[src/rtl/audio_pkg.sv]
// audio_pkg: shared constants and types for the WM8750 DSP-mode serial port.
//   CLK12_HZ / FS_48K_FRAME_CLKS : clock and default frame length
//   FORMAT_DSP / LRP_B / MS_MASTER : WM8750 audio-interface register fields
//   slot_ctl_t : per-cycle strobes from the frame timer to the datapaths
//   frame_clks(fs) : clk12 cycles per frame for a sample rate
package audio_pkg;

    localparam int CLK12_HZ          = 12000000;
    localparam int FS_48K_FRAME_CLKS = 250;

    // WM8750 R7 (audio interface) fields
    localparam logic [1:0] FORMAT_DSP = 2'd3;
    localparam logic       LRP_B      = 1'b1;
    localparam logic       MS_MASTER  = 1'b1;   // codec runs as slave here, so unused in the datapath

    typedef struct packed {
        logic load;      // load TX shift register for the next frame
        logic shift;     // a data bit goes to the DAC pin register this cycle
        logic cap;       // ADC pin is sampled this cycle
        logic cap_last;  // this sample is the frame LSB
    } slot_ctl_t;

    function automatic int frame_clks(input int fs);
        return CLK12_HZ / fs;
    endfunction

endpackage

[src/rtl/audio_frame_timer.sv]
// audio_frame_timer: slot counter and frame strobes.
//   clk_i, rst_i : clk12 and synchronous active-high reset
//   en_i         : framing enable; low aborts the frame and parks the counter at 0
//   ctl_o        : load / shift / capture strobes for the datapaths
//   lrc_o        : registered frame sync, high during pin slot 0
module audio_frame_timer
    import audio_pkg::*;
#(
    parameter int FRAME_CLKS = FS_48K_FRAME_CLKS,
    parameter int NW         = 32
) (
    input  logic      clk_i,
    input  logic      rst_i,
    input  logic      en_i,
    output slot_ctl_t ctl_o,
    output logic      lrc_o
);

    localparam int              SW    = $clog2(FRAME_CLKS);
    localparam logic [SW-1:0]   LAST  = SW'(FRAME_CLKS - 1);
    localparam logic [SW:0]     NW_X  = (SW+1)'(NW);
    localparam logic [SW:0]     NW_M1 = (SW+1)'(NW - 1);

    logic [SW-1:0] s_q, s_d;
    logic [SW-1:0] p_q;        // slot currently shown at the pins
    logic          pin_act_q;  // pins are showing a live frame slot
    logic          lrc_q;
    logic [SW:0]   s_x, p_x;

    assign s_x = {1'b0, s_q};
    assign p_x = {1'b0, p_q};

    always_comb begin
        s_d = '0;
        if (en_i && s_q != LAST) s_d = s_q + 1'b1;
    end

    always_ff @(posedge clk_i) begin
        if (rst_i) begin
            s_q       <= '0;
            p_q       <= '0;
            pin_act_q <= 1'b0;
            lrc_q     <= 1'b0;
        end else begin
            s_q       <= s_d;
            p_q       <= s_q;
            pin_act_q <= en_i;
            lrc_q     <= en_i && (s_q == '0);
        end
    end

    // Capture is keyed to the pin slot (one behind s) so the ADC bit is
    // sampled at the rising edge that closes the slot it was driven in.
    always_comb begin
        ctl_o.load     = en_i && (s_q == LAST);
        ctl_o.shift    = en_i && (s_x < NW_X);
        ctl_o.cap      = en_i && pin_act_q && (p_x < NW_X);
        ctl_o.cap_last = en_i && pin_act_q && (p_x == NW_M1);
    end

    assign lrc_o = lrc_q;

endmodule

[src/rtl/audio_dsp_serdes.sv]
// audio_dsp_serdes: full-duplex WM8750 DSP mode B port, codec slave, BCLK = MCLK = clk12.
//   tx_valid/tx_ready/tx_data : TX frame stream into a one-entry holding buffer
//   rx_valid/rx_data          : captured ADC frame, one-cycle valid pulse
//   underrun_cnt/underrun_clr : saturating count of frames sent without fresh data
//   audio_*                   : codec pins; all outputs except the clocks are registered
module audio_dsp_serdes
    import audio_pkg::*;
#(
    parameter int FRAME_CLKS = FS_48K_FRAME_CLKS,
    parameter int WL         = 16,
    parameter int NUM_CH     = 2,
    parameter int CNT_W      = 16
) (
    input  logic                 clk12,
    input  logic                 reset12,
    input  logic                 en,
    input  logic                 tx_valid,
    output logic                 tx_ready,
    input  logic [NUM_CH*WL-1:0] tx_data,
    output logic                 rx_valid,
    output logic [NUM_CH*WL-1:0] rx_data,
    output logic [CNT_W-1:0]     underrun_cnt,
    input  logic                 underrun_clr,
    output logic                 audio_mclk,
    output logic                 audio_bclk,
    output logic                 audio_daclrc,
    output logic                 audio_dacdat,
    output logic                 audio_adclrc,
    input  logic                 audio_adcdat
);

    localparam int NW = NUM_CH * WL;

    slot_ctl_t       ctl;
    logic            lrc;
    logic            xfer;
    logic [NW-1:0]   hold_q, hold_d, txsh_q, txsh_d, rxsh_q, rxsh_d, rx_data_q;
    logic            full_q, full_d, dacdat_q, rx_valid_q;
    logic [CNT_W-1:0] cnt_q, cnt_d;

    audio_frame_timer #(.FRAME_CLKS(FRAME_CLKS), .NW(NW)) u_timer (
        .clk_i (clk12),
        .rst_i (reset12),
        .en_i  (en),
        .ctl_o (ctl),
        .lrc_o (lrc)
    );

    assign tx_ready = !full_q;
    assign xfer     = tx_valid && !full_q;

    // A transfer can only happen with the buffer empty, so it never races the
    // load draining a full buffer; one landing on the load cycle waits a frame.
    always_comb begin
        hold_d = hold_q;
        full_d = full_q;
        txsh_d = txsh_q;
        cnt_d  = cnt_q;
        if (xfer) begin
            hold_d = tx_data;
            full_d = 1'b1;
        end
        if (!en) begin
            txsh_d = '0;
        end else if (ctl.load) begin
            if (full_q) begin
                txsh_d = hold_q;
                full_d = 1'b0;
            end else begin
                txsh_d = '0;
                if (cnt_q != '1) cnt_d = cnt_q + 1'b1;
            end
        end else if (ctl.shift) begin
            txsh_d = txsh_q << 1;
        end
        if (underrun_clr) cnt_d = '0;
    end

    assign rxsh_d = ctl.cap ? {rxsh_q[NW-2:0], audio_adcdat} : rxsh_q;

    always_ff @(posedge clk12) begin
        if (reset12) begin
            hold_q     <= '0;
            full_q     <= 1'b0;
            txsh_q     <= '0;
            cnt_q      <= '0;
            dacdat_q   <= 1'b0;
            rxsh_q     <= '0;
            rx_data_q  <= '0;
            rx_valid_q <= 1'b0;
        end else begin
            hold_q     <= hold_d;
            full_q     <= full_d;
            txsh_q     <= txsh_d;
            cnt_q      <= cnt_d;
            dacdat_q   <= ctl.shift & txsh_q[NW-1];
            rxsh_q     <= rxsh_d;
            rx_valid_q <= ctl.cap_last;
            if (ctl.cap_last) rx_data_q <= rxsh_d;
        end
    end

    assign rx_valid     = rx_valid_q;
    assign rx_data      = rx_data_q;
    assign underrun_cnt = cnt_q;
    assign audio_mclk   = clk12;
    assign audio_bclk   = clk12;
    assign audio_daclrc = lrc;
    assign audio_adclrc = lrc;
    assign audio_dacdat = dacdat_q;

endmodule

[config.mk]
export PLATFORM = sky130hd
export DESIGN_NAME = audio_dsp_serdes
export DESIGN_NICKNAME = d
export VERILOG_FILES = /design/src/rtl/audio_pkg.sv /design/src/rtl/audio_frame_timer.sv /design/src/rtl/audio_dsp_serdes.sv
export SDC_FILE = /design/constraint.sdc
export NUM_CORES = 1
export LEC_CHECK = 0
export ABC_CLOCK_PERIOD_IN_PS = 1900
export CORE_AREA = 2 2 117 119
export CTS_BUF_LIST = sky130_fd_sc_hd__clkbuf_4
export CTS_CLUSTER_SIZE = 16
export DETAILED_ROUTE_END_ITERATION = 6
export DIE_AREA = 0 0 119 121
export PLACE_DENSITY_LB_ADDON = 0.25
export SYNTH_ARGS = -nofsm -noshare
export SYNTH_HDL_FRONTEND = slang
export SYNTH_SLANG_ARGS = --single-unit
export TNS_END_PERCENT = 30
[constraint.sdc]
create_clock -name clk12 -period 1.9 [get_ports clk12]
set_input_delay 0.19 -clock clk12 [delete_from_list [all_inputs] [get_ports clk12]]
set_output_delay 0.19 -clock clk12 [all_outputs]
set_load 0.01 [all_outputs]
* Word-level counts from Yosys, hierarchy flattened
Index checks and enable logic that the tools add are counted.
** Word-level totals
- Flip-flop bits (word level) :: 165
- Bits in read-only memories :: 0
- RAM bits :: 0
- Output and inout port bits :: 55
- Latch bits :: 0
- Memories :: 0
- Word-level logic and storage cells :: 47
** Operators by class
- Magnitude comparators :: 2
- Reduce and logical (&&, ||, !) cells :: 15
- Divide/modulo/power cells :: 0
- Add/sub/neg operators :: 2
- Shift-type cells :: 0
- Eq/ne operators :: 4
- Bitwise operators :: 4
- Multiply operators :: 0
- Mux-type cells :: 8
** Operators by type and width (count)
- $mux 32 :: 4
- $add 16x1->16 const B :: 1
- $lt 8x6->1 const B :: 2
- $ne 16x16->1 const B :: 1
- $add 8x1->8 const B :: 1
- $eq 8x5->1 const B :: 1
- $eq 8x8->1 const B :: 1
- $logic_and 1x1->1 :: 8
- $logic_not 8->1 :: 1
- $ne 8x8->1 const B :: 1
- $reduce_or 2->1 :: 3
- $mux 1 :: 4
- $reduce_and 4->1 :: 1
- $not 1->1 :: 3
- $reduce_bool 2->1 :: 1
- $and 1x1->1 :: 1
- $logic_not 1->1 :: 1

* Depth between registers and ports, before layout
Gate-level depths: netlist (run 1).
- Depth in word-level cells :: 6
- Depth in mapped cells :: 8
- Depth with buffers taken out :: 6

* By module
Synthesis (run 1) repeated with hierarchy kept, for this count alone.
** Unflattened totals
- Cell total of the unflattened synthesis :: 716
- Area total of the unflattened synthesis :: 6446.2 µm²
** Modules (own cells, without submodules)
- audio_dsp_serdes :: cells an instance 641, area each 5721.7 µm², times used 1
- audio_frame_timer :: cells an instance 75, area each 724.4 µm², times used 1

==> impl_metrics.yaml, run 1 <==
layout:
  drive_gt1_frac: 0.1469
  antenna_cells: 0
  area_growth_pct: 23.85
  layout_common_cells: "nand2_1 (169), dfxtp_1 (148), a21oi_1 (108), clkdlybuf4s50_1 (87), nor2_1 (47)"
  nets: 873
  final_cells: 1020
  postLayoutCoreUtil: 0.6143
  layout_commonest_cell: "nand2_1"
global_route:
  grt_pass1_vias: 4983
  grt_pass1_wl_mm: 22.50
  antenna_found_initial: 0
  grtUsageTotal: 0.1919
  grt_max_degree: 56
  overflow: 0
clock_network:
  cts_tree: "yes"
  worstSkewPairLatency_ns: 0.66
  cts.clk_slew.worst_paths_ns: 0.12
critical_path:
  reg2regPathDepth: 6
  critical_path_class: "clk2out"
  worstSetupEndpointType: "output pin"
  startpoint_type: "clock port"
  crit_fanout: 2
  crit_arrival_ns: 1.65
  cp-startpoint: "clk12"
  cp.required_ns: 1.71
  r2r-start: "u_timer.s_q[1]$_SDFF_PP0_"
routing:
  drc: 0
  ant_nets: 0
  wire_per_inst_um: 13.18
  viasPerCell: 5.167
  vias: 5270
  wirelength_mm: 13.45
  drt-initial-drc-count: 309
  firstDrtPassIters: 4
synthesis:
  yosysSeqAreaShare: 0.5059
  synthFlopType: "dfxtp_1"
  netlist_instances: 740
  netlist_area_mm2: 0.006490
  synth_edf_count: 0
  avgSynthCellArea_um2: 8.770
  yosys.cell_types.count: 49
  yosys_warnings: 0
  syn_nets: 782
  ys_seq_elements: 164
  synthArstFlopShare: 0
placement:
  dp_slack_ns: -0.08333
  io_buffer_count: 92
  placed_cells: 981
  hpwlAfterDp_mm: 8.789
  gp_congestion: 0.7628
power:
  power.static_leakage_uw: 0.003083
  vdd_drop_max_mv: 0.4284
  power.density_mw_per_mm2: 757.3
  finalPower_uw: 6087
outcome:
  status: "complete, no violations"
die:
  die_h_um: 121
  start_util: 0.4960
  num_io_pins: 93
  row_count: 42
  die_x_um: 119
  core_area_mm2: 0.01309
  fp.dieArea_mm2: 0.01440
worst_hold_path:
  holdPathStages: 3
  min_path_type: "in2reg"
  worstHoldStart: "tx_data[25]"
flow_run:
  maxCapViolations: 0
timing:
  drv_slew: 0
  relSlewSlack: 0.6235
  finalSetupTns_ns: 0
  layout_setup_ws_ns: 0.05786
  worstMarginPinSlew_ns: 0.5647
  finalSetupViolCount: 0
  finClkSkew_ns: 0.01218
  hold_viol: 0
  rsz0062_at_grt: "true"
-- cells by family (layout without fill, tap and decap cells) --
| group | after synthesis | in the layout | share of synthesized area |
|---|---|---|---|
| adders and majority gates | 4 | 4 | 0.007712 |
| and+or+nand+nor | 315 | 315 | 0.2298 |
| AOI/OAI and AO/OA | 126 | 126 | 0.1024 |
| muxes | 65 | 65 | 0.1062 |
| xor gates and xnor gates | 6 | 6 | 0.008099 |
| DFF | 164 | 164 | 0.5059 |
| buffers and inverters | 60 | 164 | 0.03991 |
-- state kept, by name (all words and copies together) (netlist names) --
register	cells
hold_q	32
rx_data	32
txsh_q	32
rxsh_q	31
underrun_cnt	16
u_timer.p_q	8
u_timer.s_q	8
audio_dacdat	1
full_q	1
rx_valid	1
u_timer.lrc_o	1
u_timer.pin_act_q	1
-- final timing paths --
path                                                      to  slack [ns]
worst max register to register  underrun_cnt[4]$_SDFFE_PP0P_        0.08
worst max-delay path                              audio_mclk        0.06
worst min-delay path                 hold_q[25]$_SDFFE_PP0P_        0.07
worst min register to register         rxsh_q[30]$_SDFF_PP0_        0.46
-- cells in the mapped netlist, drive strengths merged (2+ instances only) --
library cell  instances  area, um^2
nor2b                 7       43.79
o21ai                 6       30.02
and3                  2       12.51
buf                  15       88.83
o31ai                 8       60.06
inv                   6       22.52
and4b                 2       23.77
ha                    4       50.05
nor3                  2       15.01
or3                   6       37.54
nand2               169       634.4
a21oi               108       540.5
mux2i                34       340.3
nor4                  4       31.28
or4                   8       60.06
clkbuf               39       147.6
nand3b                2       15.01
nor4b                 2       32.53
xor2                  3       26.28
xnor2                 3       26.28
nor2                 47       176.4
nand3                39       200.2
and2                  3       18.77
dfxtp               164        3283
mux2                 31       349.1
and4                  4       37.54
nand4                11       98.84
nand2b                2       12.51
-- what timing repair did --
| action | 4_1_cts | 5_1_grt |
|---|---|---|
| setup endpoints to repair | 12 | 19 |
| endpoints found under the hold margin | 17 | 0 |
| hold buffers | 1 | 0 |
| buffers inserted | 1 | 1 |
| gates resized for setup | 13 | 15 |
| pin swaps | 0 | 1 |
-- layer usage --
metal	up-vias	GRT usage	routed length [um]
li1	2708	-	-
met4	0	0.06324	153
met3	13	0.05451	593
met5	-	0	0
met1	2435	0.2337	6027
met2	114	0.3276	6670
-- report_power, final --
group | switching, uW | total [uW] | leakage, uW | internal, uW
combinational | 194 | 348 | 0.00158 | 154
sequential | 28.9 | 3510 | 0.00134 | 3480
clock | 1260 | 2230 | 0.000169 | 969
-- through the flow --
stage	instance area, um^2	hold WS, ns
after global placement	7654	0.4426
final	8038	0.06902
after global routing	8038	0.01806
after floorplan	6490	0.2818
after CTS	7996	0.005622
after detailed placement	7654	0.4460
-- area by class of cell --
type,count,area [um^2]
multi-input cells,516,2977
well taps,176,220.2
flip-flops and latches,164,3308
clock inverters,13,135.1
clock buffers,25,192.7
fillers,1121,5047
inverters,6,22.52
repair buffers,120,1182
-- critical path, stage by stage --
cell             delay (ns)
clkbuf_4               0.11
clkbuf_4               0.12
clkdlybuf4s50_1        0.47
Power figures use the tool's default switching activity.
==> run 2: changes to the inputs <==
CTS_CLUSTER_DIAMETER = 80   (was default)
==> results of run 2 <==
No change in the layout: final DEF, timing and power equal those of run 1.
==> run 3: changes to the inputs <==
PLACE_DENSITY_LB_ADDON = 0.3   (was 0.25)
==> impl_metrics.yaml, run 3 (same netlist as run 1, synthesis figures left out) <==
placement:
  hpwlAfterDp_mm: 8.491
  gp_congestion: 0.7876
  post_dp_cell_area_mm2: 0.007636
  dp_slack_ns: -0.09852
  io_buffer_count: 92
worst_hold_path:
  min_path_type: "in2reg"
layout:
  nets: 868
  layout_common_cells: "nand2_1 (169), dfxtp_1 (148), a21oi_1 (107), clkdlybuf4s50_1 (89), nor2_1 (47)"
  area_growth_pct: 24.04
  antenna_cells: 0
  finish.instance_area_mm2: 0.008050
  drive_gt1_frac: 0.1408
  layout_commonest_cell: "nand2_1"
power:
  power.density_mw_per_mm2: 783.2
  vdd_drop_max_mv: 0.5592
  power.static_leakage_uw: 0.003038
timing:
  hold_viol: 0
  finalSetupViolCount: 0
  layout_setup_ws_ns: 0.05557
  rsz0062_at_grt: "false"
  relSlewSlack: 0.6174
  finalSetupTns_ns: 0
  finClkSkew_ns: 0.01761
  worstMarginPinSlew_ns: 0.5660
  drv_slew: 0
routing:
  drc: 0
  drt-initial-drc-count: 339
  wirelength_mm: 13.01
  wire_per_inst_um: 12.83
  viasPerCell: 5.188
  firstDrtPassIters: 5
  vias: 5261
  ant_nets: 0
global_route:
  grt_pass1_wl_mm: 22.02
  grtUsageTotal: 0.1875
  overflow: 0
  grt_pass1_vias: 4956
  grt_max_degree: 81
  antenna_found_initial: 0
critical_path:
  crit_arrival_ns: 1.65
  startpoint_type: "clock port"
  worstSetupEndpointType: "output pin"
  cp.required_ns: 1.71
  crit_fanout: 2
  critical_path_class: "clk2out"
clock_network:
  cts.clk_slew.worst_paths_ns: 0.13
  cts_tree: "yes"
  worstSkewPairLatency_ns: 0.67
die:
  core_area_mm2: 0.01309
  num_io_pins: 93
  start_util: 0.4960
  fp.dieArea_mm2: 0.01440
  die_h_um: 121
  die_x_um: 119
  row_count: 42
flow_run:
  maxCapViolations: 0
outcome:
  status: "complete, no violations"
-- run 3: per-stage QoR --
step           total power (uW)    util  hold slack [ns]  cells
2_1_floorplan              3865       -           0.2818    740
3_3_place_gp               4029  0.5836           0.4432    977
3_5_place_dp               4038  0.5836           0.4479    977
4_1_cts                    6399  0.6122         0.008832   1013
5_1_grt                    6570  0.6152          0.01946   1014
6_report                   6305  0.6152          0.06204   1014
-- run 3: cell type report --
cell class	count	area (um^2)
repair buffers	115	1149
multi-input cells	516	2980
clock inverters	13	185.2
inverters	6	22.52
flip-flops and latches	164	3308
clock buffers	24	185.2
fillers	1136	5035
well taps	176	220.2
-- run 3: power by group --
group	total [uW]	internal, uW	switching, uW
combinational	339	150	189
sequential	3510	3480	28.8
clock	2450	1220	1240
-- run 3: critical path, cell delays in order --
cell	delay, ns
clkbuf_4	0.12
clkbuf_4	0.12
clkdlybuf4s50_1	0.47
-- run 3: routing by layer --
layer  vias to the layer above  share of wire  track usage
met4                         0          0.016      0.09152
met3                        19          0.042      0.04323
met1                      2429           0.43       0.2174
li1                       2699              -            -
met2                       114           0.51       0.3265
met5                         -              0            0
-- run 3: worst paths after layout --
kind	start	to	slack (ns)	cells after the start
setup / recovery	clk12	audio_bclk	0.06	3
hold / removal	tx_data[20]	hold_q[20]$_SDFFE_PP0P_	0.06	3
setup reg to reg	u_timer.s_q[1]$_SDFF_PP0_	underrun_cnt[2]$_SDFFE_PP0P_	0.11	7
hold reg to reg	hold_q[25]$_SDFFE_PP0P_	hold_q[25]$_SDFFE_PP0P_	0.46	2
-- run 3: what timing repair did --
| action | 4_1_cts | 5_1_grt |
|---|---|---|
| buffers inserted | 0 | 1 |
| pin swaps | 0 | 1 |
| hold buffers | 1 | 0 |
| resized for setup | 15 | 11 |
| setup endpoints to repair | 13 | 15 |
| endpoints found under the hold margin | 27 | 0 |
